File: config.mk
export PLATFORM = sky130hd
export DESIGN_NAME = max_q_selector
export DESIGN_NICKNAME = d
export VERILOG_FILES = /design/src/rtl/max_q_selector.sv
export SDC_FILE = /design/constraint.sdc
export NUM_CORES = 1
export LEC_CHECK = 0
export BUFFER_PORTS_ARGS = -buffer_cell sky130_fd_sc_hd__buf_2
export CORE_ASPECT_RATIO = 0.75
export CORE_UTILIZATION = 25
export DETAILED_ROUTE_END_ITERATION = 6
export PLACE_DENSITY_LB_ADDON = 0.2
export RECOVER_POWER = 100
export SYNTH_ARGS = -nofsm -noshare
export SYNTH_HDL_FRONTEND = slang
export SYNTH_SLANG_ARGS = --single-unit
File: constraint.sdc
create_clock -name clk -period 5.89 [get_ports clk]
set_clock_uncertainty 0.2 [all_clocks]
set_input_delay 1.178 -clock clk [delete_from_list [all_inputs] [get_ports clk]]
set_output_delay 1.178 -clock clk [all_outputs]
set_load 0.005 [all_outputs]
File: src/rtl/max_q_selector.sv
// Greedy-action selector: tracks the largest IEEE-754 single Q-value of each
// serial vector and emits it with its index. Optional MAX_Q_NAN_FLAG_EN adds o_nan.
module max_q_selector #(
  parameter int unsigned DATA_WIDTH            = 32,
  parameter int unsigned NUMBER_OF_OUTPUT_NODE = 3,
  parameter int unsigned ACTION_WIDTH          = 2
) (
  input  logic                    clk,
  input  logic                    rst_n,
  input  logic                    i_valid,
  input  logic [DATA_WIDTH-1:0]   i_data,
  input  logic                    i_flush,
  output logic [DATA_WIDTH-1:0]   o_max_q,
  output logic [ACTION_WIDTH-1:0] o_action,
  output logic                    o_valid
`ifdef MAX_Q_NAN_FLAG_EN
  , output logic                  o_nan
`endif
);

  localparam int unsigned MAN_W = 23;
  localparam logic [ACTION_WIDTH-1:0] LAST_IDX = ACTION_WIDTH'(NUMBER_OF_OUTPUT_NODE - 1);

  function automatic logic is_nan(input logic [DATA_WIDTH-1:0] w);
    return (&w[DATA_WIDTH-2:MAN_W]) && (|w[MAN_W-1:0]);
  endfunction

  // Monotonic unsigned key; both zeros map to the same key.
  function automatic logic [DATA_WIDTH-1:0] to_key(input logic [DATA_WIDTH-1:0] w);
    logic [DATA_WIDTH-1:0] k;
    if (w[DATA_WIDTH-2:0] == '0)  k = {1'b1, {(DATA_WIDTH-1){1'b0}}};
    else if (w[DATA_WIDTH-1])     k = ~w;
    else                          k = {1'b1, w[DATA_WIDTH-2:0]};
    return k;
  endfunction

  logic [ACTION_WIDTH-1:0] cnt_q, cnt_d;
  logic [DATA_WIDTH-1:0]   run_max_q, run_max_d;
  logic [ACTION_WIDTH-1:0] run_idx_q, run_idx_d;
  logic [DATA_WIDTH-1:0]   max_out_q, max_out_d;
  logic [ACTION_WIDTH-1:0] act_out_q, act_out_d;
  logic                    valid_q, valid_d;
  logic                    in_nan_c, run_nan_c, greater_c;

  assign in_nan_c  = is_nan(i_data);
  assign run_nan_c = is_nan(run_max_q);
  assign greater_c = to_key(i_data) > to_key(run_max_q);

  // A NaN running max can only be the index-0 word; any later non-NaN displaces it.
  always_comb begin
    cnt_d     = cnt_q;
    run_max_d = run_max_q;
    run_idx_d = run_idx_q;
    max_out_d = max_out_q;
    act_out_d = act_out_q;
    valid_d   = 1'b0;
    if (i_flush) begin
      cnt_d     = '0;
      run_max_d = '0;
      run_idx_d = '0;
    end else if (i_valid) begin
      if (cnt_q == '0) begin
        run_max_d = i_data;
        run_idx_d = '0;
      end else if (!in_nan_c && (run_nan_c || greater_c)) begin
        run_max_d = i_data;
        run_idx_d = cnt_q;
      end
      if (cnt_q == LAST_IDX) begin
        cnt_d     = '0;
        valid_d   = 1'b1;
        max_out_d = run_max_d;
        act_out_d = run_idx_d;
      end else begin
        cnt_d = cnt_q + ACTION_WIDTH'(1);
      end
    end
  end

  always_ff @(posedge clk or negedge rst_n) begin
    if (!rst_n) begin
      cnt_q     <= '0;
      run_max_q <= '0;
      run_idx_q <= '0;
      max_out_q <= '0;
      act_out_q <= '0;
      valid_q   <= 1'b0;
    end else begin
      cnt_q     <= cnt_d;
      run_max_q <= run_max_d;
      run_idx_q <= run_idx_d;
      max_out_q <= max_out_d;
      act_out_q <= act_out_d;
      valid_q   <= valid_d;
    end
  end

  assign o_max_q  = max_out_q;
  assign o_action = act_out_q;
  assign o_valid  = valid_q;

`ifdef MAX_Q_NAN_FLAG_EN
  logic nan_acc_q, nan_acc_d;
  logic nan_out_q, nan_out_d;

  // Sticky per-vector NaN flag, latched into the output with the result.
  always_comb begin
    nan_acc_d = nan_acc_q;
    nan_out_d = nan_out_q;
    if (i_flush) begin
      nan_acc_d = 1'b0;
      nan_out_d = 1'b0;
    end else if (i_valid) begin
      nan_acc_d = (cnt_q == '0) ? in_nan_c : (nan_acc_q | in_nan_c);
      if (cnt_q == LAST_IDX) nan_out_d = nan_acc_d;
    end
  end

  always_ff @(posedge clk or negedge rst_n) begin
    if (!rst_n) begin
      nan_acc_q <= 1'b0;
      nan_out_q <= 1'b0;
    end else begin
      nan_acc_q <= nan_acc_d;
      nan_out_q <= nan_out_d;
    end
  end

  assign o_nan = nan_out_q;
`endif

endmodule
==> impl_metrics.ini, run 1 <==
[flow_run]
cap_viol_max_count = 3

[timing]
tightest_slew_ps = 4010
tns_ps = 0
fin_hold_ws_ps = 341
setup_viol = 0
rsz0062_at_grt = no
max-slew-margin-rel_pct = -167
slew_violations = 212
max_freq_mhz = 188
min_period_over_period_pct = 90.5
hold_viol = 0
min_period_ps = 5330

[critical_path]
crit_path_end_kind = flop
cp_top_family = simple AND/OR/NAND/NOR gates
crit_slowest_cell = nor4_1
path_buf_inv = 3
critPathMaxStageDelay_ps = 620
required_ps = 5940
path_cells = clkbuf_1, nor4_1, nand4_1, nor3_1, buf_4, nor2_1, ha_1, nand4_1, nor4_1, a2111oi_0, nand2_1, o2111a_1, clkbuf_2, o21ai_0, a31oi_1
crit_fanout = 32
worstSetupStartpointType = input port
cp.arrival_ps = 5380
crit_type = input port to flop

[drt]
vias = 4480
first_pass_iters = 4
drc = 0
viasPerCell = 4.69
wl_per_cell_um = 15.8
finalWirelength_um = 15100
drtIter0Drc = 264
ant_nets = 0

[power_and_ir_drop]
p_leak_nw = 2.67
swShare_pct = 36.5
seqPwrFrac_pct = 35.8
p_switching_uw = 692
vdd_drop_max_v = 0.000107
power.density_nw_per_um2 = 310
p_total_mw = 1.90
p_clk_share_pct = 29.3
internal_power_mw = 1.20
power_frac_comb_pct = 34.9

[clock_tree]
clk_pin_slew_ps = 60
cts_buffer_depth = 2
post_cts_resized = 0
numCtsBuffers = 9
h-tree-depth = 3
post-cts-setup-buffer-count = 0
postCtsHoldBufs = 0
clkSinkCount = 71
cts_tree = done
cts-root-buf = clkbuf_16
clk_latency_ps = 350

[logic_synthesis]
syn_avg_cell_area_um2 = 8.49
yosysUniqueCellTypes = 39
synth_nets = 687
yosys_register_bits = 71
synth_edf_count = 0
syn-cell-area_um2 = 5260
syn_inst = 619
yosys_warnings = 0
ys_seq_area_share_pct = 33.8
synth_ff_type = dfrtp_1
synthArstFlopShare_pct = 100

[floorplanning]
top_level_ports = 71
rows = 45
coreArea_um2 = 20400
initial_core_util_pct = 25.7
die_width_um = 169
die-area_um2 = 21600
die_y_um = 128

[layout]
final_cell_mix = nor2_1 (74), dfrtp_1 (71), nand2b_1 (69), buf_2 (52), nand2_1 (43)
nets = 736
postLayoutCoreUtil_pct = 30.0
final_layout_size_suffix_gt1_share_pct = 12.9
final.fill_count = 2178
final_common_cell = nor2_1
areaGrowthSynthToFinish_pct = 16.6

[global_routing]
grt_pass1_wl_um = 24700
grt_overflow = 0
first_global_vias = 4437
grt.total_usage_pct = 14.9
antenna_found_initial = 0
grt_max_degree = 72

[placed_design]
gp_congestion = 0.811
hpwl_um = 11000
port_buffers = 70

[worst_hold_path]
worstHoldPathType = flop to flop

[outcome]
status = complete, but fails checks
violations = max-capacitance violations, max-slew violations
## Yosys cell counts, types with 3 or more instances
cell type  instances  area [µm²]
a21oi_1           15        75.1
a31oi_1           35         219
and2_1             3        18.8
buf_2              6        30.0
buf_6              3        33.8
clkbuf_1          35         131
dfrtp_1           71        1780
ha_1              32         400
inv_1              5        18.8
mux2i_1           33         330
nand2_1           43         161
nand2b_1          69         432
nand3_1           38         190
nand4_1           12        75.1
nor2_1            74         278
nor3_1             4        20.0
nor4_1            16         100
o21ai_0           40         200
xnor2_1           31         272
xor2_1            31         272
## layout make-up
type                            instances  area [µm²]  area share (%)
Sequential cell                        71        1780            29.0
Tap cell                              282         353            5.76
Clock inverter                          7        73.8            1.20
Multi-Input combinational cell        499        3260            53.3
Inverter                                5        18.8           0.306
Clock buffer                            9         225            3.68
Antenna cell                            1        2.50          0.0408
Timing Repair Buffer                   82         413            6.74
## worst paths after layout
check | endpoint | cells after the start | slack, ps | start
hold reg to reg | o_action[1] | 2 | 340 | o_action[1]
max in group asynchronous | run_max_q[2] | 1 | 1210 | rst_n
setup reg to reg | o_max_q[26] | 15 | 980 | run_max_q[0]
min in group asynchronous | o_max_q[19] | 1 | 2030 | rst_n
setup / recovery | o_max_q[1] | 15 | 560 | i_data[0]
hold / removal | o_action[1] | 2 | 340 | o_action[1]
## layer usage
layer  part of all wire, %  global-route usage (%)  vias up  wire (µm)
met1                    55                    22.3     2153       8390
met5                     0                       0        -          0
met2                    41                    21.2       63       6170
met4                  0.29                    3.02        0         44
li1                      -                       -     2262          -
met3                   3.5                    3.93        2        532
## logic make-up after synthesis
logic type	count (synthesis)	share of synthesized area, %
multiplexers	33	6.29
AND/OR/NAND/NOR	262	24.6
adder cells (fa/ha/maj)	32	7.62
flip-flops	71	33.8
buffers and inverters	49	4.07
AO/OA/AOI/OAI	110	13.2
XOR/XNOR	62	10.3
## power groups by stage
stage	Clock, mW	Combinational [mW]	Sequential (mW)
2_1_floorplan	0	0.430	0.674
3_3_place_gp	0	0.664	0.684
3_5_place_dp	0	0.673	0.688
4_1_cts	0.573	0.677	0.681
5_1_grt	0.601	0.749	0.698
6_report	0.556	0.662	0.680
## stage by stage
step	instance area [µm²]	setup WS (ps)	instances
2_1_floorplan	5260	1380	619
3_3_place_gp	5860	532	939
3_5_place_dp	5860	462	939
4_1_cts	6160	816	955
5_1_grt	6120	231	955
6_report	6130	557	956
## flip-flops by register name (all words and copies together) (netlist names)
name and cells:
o_max_q 32, run_max_q 32, cnt_q 2, o_action 2, run_idx_q 2, o_valid 1
## worst min-delay path, cell delays in order, from the launching register on
cell and delay [ps]:
dfrtp_1 350, nor2_1 50, a21oi_1 110
Note: power is estimated with default switching activity, not from simulation.
==> run 2, diff against run 1 <==
==> constraint.sdc (replaced) <==
create_clock -name clk -period 5.89 [get_ports clk]
set_clock_uncertainty 0.2 [all_clocks]
set_input_delay 1.178 -clock clk [delete_from_list [all_inputs] [get_ports clk]]
set_output_delay 1.178 -clock clk [all_outputs]
set_load 0.01 [all_outputs]
==> run 2 against run 1 <==
The flow still finishes with violations (max-capacitance violations, max-slew violations). Routed wire length about the same. First-iteration DRC count up 1.5%. Register-to-register slack better by 20 ps. Global-route usage unchanged. Die area unchanged. Clock-buffer cell count unchanged. Combinational power up 3%. Design area down 0.45%. Via count up 0.22%. Hold slack better by 2.2 ps. Largest cell class unchanged.
==> impl_metrics.ini, run 2 (synthesis gave the netlist of run 1 again) <==
[clock_tree]
postCtsHoldBufs = 0
h-tree-depth = 3
clkSinkCount = 71
post-cts-setup-buffer-count = 0
numCtsBuffers = 9
clk_pin_slew_ps = 60
cts-root-buf = clkbuf_16
cts_buffer_depth = 2
cts_tree = done
clk_latency_ps = 350
post_cts_resized = 0

[floorplanning]
rows = 45
die-area_um2 = 21600
initial_core_util_pct = 25.7
die_y_um = 128
coreArea_um2 = 20400
die_width_um = 169
top_level_ports = 71

[outcome]
violations = max-capacitance violations, max-slew violations
status = complete, but fails checks

[worst_hold_path]
worstHoldPathType = flop to flop

[drt]
finalWirelength_um = 15200
viasPerCell = 4.70
drtIter0Drc = 268
first_pass_iters = 4
vias = 4490
ant_nets = 0
wl_per_cell_um = 15.9
drc = 0

[layout]
final_common_cell = nor2_1
final_cell_mix = nor2_1 (74), dfrtp_1 (71), nand2b_1 (69), nand2_1 (43), o21ai_0 (40)
multiInputGateArea_um2 = 3260
final.fill_count = 2188
antenna_cells = 0
areaGrowthSynthToFinish_pct = 16.1
area.sequential_um2 = 1780
nets = 736
final_layout_size_suffix_gt1_share_pct = 9.96

[global_routing]
grt_overflow = 0
grt_pass1_wl_um = 24700
first_global_vias = 4437
antenna_found_initial = 0
grt.total_usage_pct = 14.9
grt_max_degree = 72

[critical_path]
required_ps = 5940
crit_type = input port to flop
crit_fanout = 32
cp.arrival_ps = 5380
worstSetupStartpointType = input port
crit_path_end_kind = flop

[timing]
max_freq_mhz = 188
min_period_ps = 5330
tns_ps = 0
min_period_over_period_pct = 90.5
setup_viol = 0
rsz0062_at_grt = no
max-slew-margin-rel_pct = -166
tightest_slew_ps = 4000
setup_slack_ps = 559
slew_violations = 212
hold_viol = 0

[placed_design]
port_buffers = 70
hpwl_um = 11000
place_ws_ps = 462
gp_congestion = 0.811

[power_and_ir_drop]
power.density_nw_per_um2 = 314
p_leak_nw = 2.61
vdd_drop_max_v = 0.000107

[flow_run]
cap_viol_max_count = 3
[run 2: cell count changes in the layout (fill, tap and decap cells not counted)]
cell,before,now
clkbuf_1,18,38
diode_2,1,0
buf_2,52,32
[run 2: per-stage QoR]
step / std cells / area, µm² / hold slack, ps / power (mW) / util (%)
2_1_floorplan: 619 / 5260 / 306 / 1.14 / -
3_3_place_gp: 939 / 5860 / 329 / 1.38 / 28.7
3_5_place_dp: 939 / 5860 / 319 / 1.40 / 28.7
4_1_cts: 955 / 6160 / 352 / 1.97 / 30.1
5_1_grt: 955 / 6100 / 380 / 2.07 / 29.8
6_report: 955 / 6100 / 344 / 1.92 / 29.8
[run 2: path summary, 6_finish.rpt]
path	start	endpoint	slack, ps	cells after the start
setup / recovery	i_data[0]	o_max_q[1]	560	15
hold / removal	o_action[1]	o_action[1]	340	2
setup reg to reg	run_max_q[0]	o_max_q[26]	1000	15
hold reg to reg	o_action[1]	o_action[1]	340	2
max in group asynchronous	rst_n	run_max_q[2]	1220	1
min in group asynchronous	rst_n	o_max_q[19]	2030	1
[run 2: report_power, final]
| part | leakage, nW | internal [mW] | switching, mW | total [mW] |
|---|---|---|---|---|
| clock network | 0.145 | 0.328 | 0.226 | 0.555 |
| registers | 0.913 | 0.595 | 0.0863 | 0.681 |
| logic | 1.55 | 0.269 | 0.413 | 0.682 |
[run 2: layout make-up]
| class | count | share of cell area, % |
|---|---|---|
| Multi-Input combinational cell | 499 | 53.5 |
| Sequential cell | 71 | 29.1 |
| Timing Repair Buffer | 82 | 6.36 |
| Tap cell | 282 | 5.78 |
| Clock buffer | 9 | 3.69 |
| Clock inverter | 7 | 1.21 |
| Inverter | 5 | 0.308 |
[run 2: routing by layer]
layer	up-vias	part of all wire, %	routed length, µm	GRT usage [%]
li1	2258	-	-	-
met1	2164	55	8350	22.3
met2	66	41	6230	21.2
met3	2	3.5	532	3.93
met4	0	0.29	44	3.02
met5	-	0	0	0
[run 2: worst max-delay path, cell delays in order]
cell and delay [ps]:
clkbuf_1 170, nor4_1 630, nand4_1 280, nor3_1 260, buf_4 340, nor2_1 100, ha_1 310, nand4_1 180
nor4_1 390, a2111oi_0 130, nand2_1 200, o2111a_1 500, clkbuf_2 370, o21ai_0 140, a31oi_1 200
